<file path="config.mk">
export PLATFORM = sky130hd
export DESIGN_NAME = dsp_port_bridge
export DESIGN_NICKNAME = d
export VERILOG_FILES = /design/src/rtl/dsp_port_bridge.sv
export SDC_FILE = /design/constraint.sdc
export NUM_CORES = 1
export LEC_CHECK = 0
export ABC_AREA = 1
export CAP_MARGIN = 20
export CORE_ASPECT_RATIO = 1.25
export CORE_MARGIN = 1
export CORE_UTILIZATION = 30
export CTS_CLUSTER_SIZE = 25
export DETAILED_ROUTE_END_ITERATION = 6
export DONT_BUFFER_PORTS = 1
export HOLD_SLACK_MARGIN = 0.15
export PLACE_DENSITY = 0.49
export SETUP_SLACK_MARGIN = 0.1
export SKIP_CTS_REPAIR_TIMING = 1
export SYNTH_ARGS = -nofsm -noshare
export SYNTH_HDL_FRONTEND = slang
export SYNTH_SLANG_ARGS = --single-unit
</file>
<file path="constraint.sdc">
create_clock -name clk -period 3.15 [get_ports clk]
set_input_delay 0.1575 -clock clk [delete_from_list [all_inputs] [get_ports clk]]
set_output_delay 0.1575 -clock clk [all_outputs]
set_load 0.05 [all_outputs]
</file>
<file path="src/rtl/dsp_port_bridge.sv">
// PicoBlaze port-mapped bridge to a text display cell bus, with a 4-entry cell FIFO.
// Define DSP_PORT_BRIDGE_FILL_EN to compile in the clear-screen fill engine.
module dsp_port_bridge #(
    parameter logic [7:0]  BASE = 8'h10,
    parameter int unsigned ROWS = 30,
    parameter int unsigned COLS = 80
) (
    input  logic        clk,
    input  logic        reset,
    input  logic [7:0]  port_id,
    input  logic        write_strobe,
    input  logic        read_strobe,
    input  logic [7:0]  out_port,
    output logic [7:0]  in_port,
    output logic [4:0]  dsp_row,
    output logic [6:0]  dsp_col,
    output logic        dsp_en,
    output logic        dsp_wr,
    output logic [15:0] dsp_wr_data
);
    localparam logic [7:0] A_ROW    = BASE;
    localparam logic [7:0] A_COL    = BASE + 8'd1;
    localparam logic [7:0] A_ATR    = BASE + 8'd2;
    localparam logic [7:0] A_CHR    = BASE + 8'd3;
    localparam logic [7:0] A_STS    = BASE + 8'd4;
    localparam logic [4:0] LAST_ROW = 5'(ROWS - 1);
    localparam logic [6:0] LAST_COL = 7'(COLS - 1);

`ifdef DSP_PORT_BRIDGE_FILL_EN
    typedef enum logic [1:0] {IDLE, ISSUE, FILL} state_t;
`else
    typedef enum logic [0:0] {IDLE, ISSUE} state_t;
`endif

    state_t      state_q, state_d;
    logic [4:0]  row_q, row_d;
    logic [6:0]  col_q, col_d;
    logic [7:0]  attr_q, attr_d;
    logic        ovf_q, ovf_d;
    logic [27:0] mem_q [4];
    logic [1:0]  wp_q, rp_q;
    logic [2:0]  cnt_q, cnt_d;
    logic [7:0]  in_port_q, in_port_d;
    logic        dsp_en_q;
    logic [4:0]  dsp_row_q;
    logic [6:0]  dsp_col_q;
    logic [15:0] dsp_data_q;

    logic        pres, pop, push_req, push_ok, full, empty, fill_busy;
    logic [4:0]  pres_row;
    logic [6:0]  pres_col;
    logic [15:0] pres_data;
    logic [7:0]  status;

`ifdef DSP_PORT_BRIDGE_FILL_EN
    logic        fpend_q, fpend_d;
    logic [4:0]  frow_q, frow_d;
    logic [6:0]  fcol_q, fcol_d;
    logic [7:0]  fattr_q, fattr_d;

    assign fill_busy = fpend_q || (state_q == FILL);
`else
    assign fill_busy = 1'b0;
`endif

    assign full     = (cnt_q == 3'd4);
    assign empty    = (cnt_q == 3'd0);
    assign push_req = write_strobe && (port_id == A_CHR);
    // A full FIFO still takes a push when the head leaves in the same cycle.
    assign push_ok  = push_req && (!full || pop);
    assign status   = {4'b0, ovf_q, fill_busy, empty, full};

    always_comb begin
        state_d   = state_q;
        pop       = 1'b0;
        pres      = 1'b0;
        pres_row  = mem_q[rp_q][27:23];
        pres_col  = mem_q[rp_q][22:16];
        pres_data = mem_q[rp_q][15:0];
`ifdef DSP_PORT_BRIDGE_FILL_EN
        fpend_d   = fpend_q;
        frow_d    = frow_q;
        fcol_d    = fcol_q;
        fattr_d   = fattr_q;
        if (write_strobe && port_id == A_STS && out_port[0] && !fill_busy)
            fpend_d = 1'b1;
`endif
        case (state_q)
            IDLE, ISSUE: begin
                if (!empty) begin
                    pop     = 1'b1;
                    pres    = 1'b1;
                    state_d = ISSUE;
                end
`ifdef DSP_PORT_BRIDGE_FILL_EN
                else if (fpend_q) begin
                    // Attribute is frozen here so later attribute writes only affect new chars.
                    state_d = FILL;
                    fpend_d = 1'b0;
                    frow_d  = 5'd0;
                    fcol_d  = 7'd0;
                    fattr_d = attr_q;
                end
`endif
                else begin
                    state_d = IDLE;
                end
            end
`ifdef DSP_PORT_BRIDGE_FILL_EN
            FILL: begin
                pres      = 1'b1;
                pres_row  = frow_q;
                pres_col  = fcol_q;
                pres_data = {fattr_q, 8'h20};
                if (fcol_q == LAST_COL) begin
                    fcol_d = 7'd0;
                    if (frow_q == LAST_ROW) begin
                        frow_d  = 5'd0;
                        state_d = IDLE;
                    end else begin
                        frow_d = frow_q + 5'd1;
                    end
                end else begin
                    fcol_d = fcol_q + 7'd1;
                end
            end
`endif
            default: state_d = IDLE;
        endcase
    end

    always_comb begin
        row_d  = row_q;
        col_d  = col_q;
        attr_d = attr_q;
        if (write_strobe && port_id == A_ROW)
            row_d = (32'(out_port[4:0]) >= ROWS) ? 5'd0 : out_port[4:0];
        if (write_strobe && port_id == A_COL)
            col_d = (32'(out_port[6:0]) >= COLS) ? 7'd0 : out_port[6:0];
        if (write_strobe && port_id == A_ATR)
            attr_d = out_port;
        if (push_ok) begin
            if (col_q == LAST_COL) begin
                col_d = 7'd0;
                row_d = (row_q == LAST_ROW) ? 5'd0 : row_q + 5'd1;
            end else begin
                col_d = col_q + 7'd1;
            end
        end
    end

    always_comb begin
        cnt_d = cnt_q;
        case ({push_ok, pop})
            2'b10:   cnt_d = cnt_q + 3'd1;
            2'b01:   cnt_d = cnt_q - 3'd1;
            default: cnt_d = cnt_q;
        endcase
        // Set wins over a simultaneous status-read clear.
        if (push_req && !push_ok)
            ovf_d = 1'b1;
        else if (read_strobe && port_id == A_STS)
            ovf_d = 1'b0;
        else
            ovf_d = ovf_q;
        case (port_id)
            A_ROW:   in_port_d = {3'b0, row_q};
            A_COL:   in_port_d = {1'b0, col_q};
            A_ATR:   in_port_d = attr_q;
            A_STS:   in_port_d = status;
            default: in_port_d = 8'h00;
        endcase
    end

    always_ff @(posedge clk) begin
        if (reset) begin
            state_q    <= IDLE;
            row_q      <= 5'd0;
            col_q      <= 7'd0;
            attr_q     <= 8'h07;
            ovf_q      <= 1'b0;
            wp_q       <= 2'd0;
            rp_q       <= 2'd0;
            cnt_q      <= 3'd0;
            in_port_q  <= 8'h00;
            dsp_en_q   <= 1'b0;
            dsp_row_q  <= 5'd0;
            dsp_col_q  <= 7'd0;
            dsp_data_q <= 16'h0000;
`ifdef DSP_PORT_BRIDGE_FILL_EN
            fpend_q    <= 1'b0;
            frow_q     <= 5'd0;
            fcol_q     <= 7'd0;
            fattr_q    <= 8'h00;
`endif
        end else begin
            state_q   <= state_d;
            row_q     <= row_d;
            col_q     <= col_d;
            attr_q    <= attr_d;
            ovf_q     <= ovf_d;
            cnt_q     <= cnt_d;
            in_port_q <= in_port_d;
            dsp_en_q  <= pres;
            if (push_ok) wp_q <= wp_q + 2'd1;
            if (pop)     rp_q <= rp_q + 2'd1;
            if (pres) begin
                dsp_row_q  <= pres_row;
                dsp_col_q  <= pres_col;
                dsp_data_q <= pres_data;
            end
`ifdef DSP_PORT_BRIDGE_FILL_EN
            fpend_q <= fpend_d;
            frow_q  <= frow_d;
            fcol_q  <= fcol_d;
            fattr_q <= fattr_d;
`endif
        end
    end

    always_ff @(posedge clk) begin
        if (push_ok) mem_q[wp_q] <= {row_q, col_q, attr_q, out_port};
    end

    assign in_port     = in_port_q;
    assign dsp_en      = dsp_en_q;
    assign dsp_wr      = dsp_en_q;
    assign dsp_row     = dsp_row_q;
    assign dsp_col     = dsp_col_q;
    assign dsp_wr_data = dsp_data_q;
endmodule

</file>
==> qor.yml <==
synth:
  synth.net_count: 796
  async_flop_share_pct: 0
  synth_top_area_share_pct: 45.0
  post_synth_num_cell_types: 30
  ys.flop_type: "edfxtp_1"
  yosys.area.top_type: "edfxtp_1"
  syn_avg_cell_area_sq_um: 9.75
  synth_seq_cells: 177
  synth_commonest_cells: "nor2_1, edfxtp_1, o21ai_1, nand2_1"
  ys.warnings.count: 0
  synth_edf_count: 112
  seq_area_frac_synth_pct: 62.4
  synth_cells: 767
  yosysMostFrequentCell: "nor2_1"
  syn_area_sq_mm: 0.00748
  synthTopCellsByArea: "edfxtp_1, dfxtp_1, nor2_1"
clock_tree:
  cts_max_path_buffers: 2
  cts-htree-levels: 4
  cts_tree: "done"
  clock_latency_ns: 0.43
  clockRootBuffer: "clkbuf_16"
  cts.clk_slew.worst_paths_ns: 0.08
  tritoncts.num_buffers: 17
  numClockSinks: 177
run_status:
  status: "finished, final reports clean"
sta:
  slew_headroom_pct: 37.6
  fmax_ghz: 0.404
  fin_tns_setup_ns: 0
  hold_viol: 0
  setup_ws_ns: 0.672
  period_needed_ns: 2.48
  rsz0062_at_grt: "no"
  finClkSkew_ns: 0.0101
  finalMaxSlewViolations: 0
  setup_viol: 0
  finalCritPeriodShare_pct: 78.7
  tightest_slew_ns: 0.934
setup_path:
  slowest_stage: "dlygate4sd3_1"
  cp_cell_sequence: "dlygate4sd3_1 > nand2_1 > dlygate4sd3_1 > nor2_1 > dlygate4sd3_1 > nand3_1 > dlygate4sd3_1 > nand3_1 > inv_1"
  end_kind: "flop"
  critPathTopFamily: "buffers and inverters"
  critPathKind: "primary input to flop"
  max_stage_delay_ns: 0.59
  cp.arrival_ns: 2.82
  worstPathMaxFanout: 4
  crit_path_frequent_cell: "dlygate4sd3_1"
  path_buf_inv: 5
  cp.required_ns: 3.49
  critPathLaunchType: "primary input"
floorplan:
  io_pins: 58
  rows: 64
  coreArea_sq_mm: 0.0245
  start_util_pct: 30.5
  die-area_sq_mm: 0.0256
  dieWidth_um: 143
  die_y_um: 179
route:
  first_pass_iters: 4
  ant_nets: 0
  wl_per_cell_um: 16.4
  drt_wl_total_mm: 18.4
  drt_iter0_drc: 299
  via_per_inst: 4.63
  vias: 5183
  post-route-drc-count: 0
final_layout:
  layout-area-overhead-vs-synth_pct: 14.7
  fin_nets: 805
  n_antenna_cell: 0
  drive_above_1_share_pct: 9.00
global_route:
  grt_pass1_wl_mm: 27.8
  grt_antenna_before_repair: 1
  grt_pass1_vias: 4871
  grt_max_degree: 59
  grtUsageTotal_pct: 14.9
  grt.overflow.total: 0
power:
  p_seq_share_pct: 49.2
  p_sw_share_pct: 39.8
  power.clock.fraction_pct: 30.0
  ir_worst_vdd_mv: 0.368
  p_int_w: 0.00431
  leakagePower_nw: 3.45
  switchingPower_w: 0.00285
  power_density_mw_per_mm2: 834
  p_comb_share_pct: 20.8
place:
  portBuffers: 0
  routabilityCongestion: 0.802
  hpwl_mm: 11.3
  pre_cts_ws_ns: 1.19
flow_run:
  maxCapViolCount: 0
worst_hold_path:
  hold_path_class: "primary input to flop"
## metrics by stage
| step | power [W] | std cells | area, sq um | util (%) | hold slack [ns] |
|---|---|---|---|---|---|
| 5_1_grt | 0.00755 | 1119 | 8570 | 35.0 | 0.157 |
| 4_1_cts | 0.00724 | 1102 | 8390 | 34.3 | -0.241 |
| 3_3_place_gp | 0.00507 | 1070 | 7790 | 31.8 | 0.236 |
| 6_report | 0.00715 | 1119 | 8570 | 35.0 | 0.132 |
| 3_5_place_dp | 0.00508 | 1070 | 7790 | 31.8 | 0.235 |
| 2_1_floorplan | 0.00466 | 767 | 7480 | - | 0.256 |
## kinds of logic after synthesis
logic type	count (synthesis)	synth area share, %
compound gates	184	13.3
xor+xnor	3	0.351
fa+ha+maj	9	1.61
buf+inv	112	6.28
flops	177	62.4
simple gates	282	16.1
## per-layer routing
layer,vias up,track usage (%),wire (um)
li1,2589,-,-
met2,109,25.0,9080
met5,-,0,8
met3,32,3.36,749
met4,2,6.41,487
met1,2451,18.2,8060
## sequential cells by signal, summed over array words and instances, names as in the netlist, 3 cells and up
name / cells
mem_q: 112
dsp_wr_data: 16
attr_q: 8
in_port: 8
col_q: 7
dsp_col: 7
dsp_row: 5
row_q: 5
cnt_q: 3
## layout by cell type, fill, tap and decap left out, types with 15 or more instances in the layout
master,count
inv_1,65
nor2_1,156
nand2_1,75
a21oi_1,15
nand3_1,29
clkbuf_16,17
o21ai_0,60
dlygate4sd3_1,16
edfxtp_1,112
dfxtp_1,64
o21bai_1,28
o21ai_1,79
## power by group through the flow
| stage | Combinational [W] | Sequential, W | Clock (W) |
|---|---|---|---|
| 4_1_cts | 0.00151 | 0.00353 | 0.00221 |
| 5_1_grt | 0.00170 | 0.00355 | 0.00229 |
| 3_3_place_gp | 0.00148 | 0.00358 | 0 |
| 3_5_place_dp | 0.00150 | 0.00358 | 0 |
| 6_report | 0.00149 | 0.00352 | 0.00214 |
| 2_1_floorplan | 0.00115 | 0.00351 | 0 |
## final timing paths
kind                                    from   endpoint  slack (ns)  cells past startpoint
worst max-delay path              port_id[2]      ovf_q        0.67                      9
worst max register to register      cnt_q[0]   cnt_q[2]        1.38                      9
worst min register to register         ovf_q      ovf_q        0.46                      2
worst min-delay path            write_strobe  attr_q[2]        0.13                      2
## final cells by class
class	instances	area, sq um
clock inverter	14	165
tap	330	413
inverter	75	282
multi-input combinational	478	2350
sequential	177	4670
clock buffer	18	439
fill	2538	15900
timing repair buffer	27	255
(Power assumes the default switching activity.)
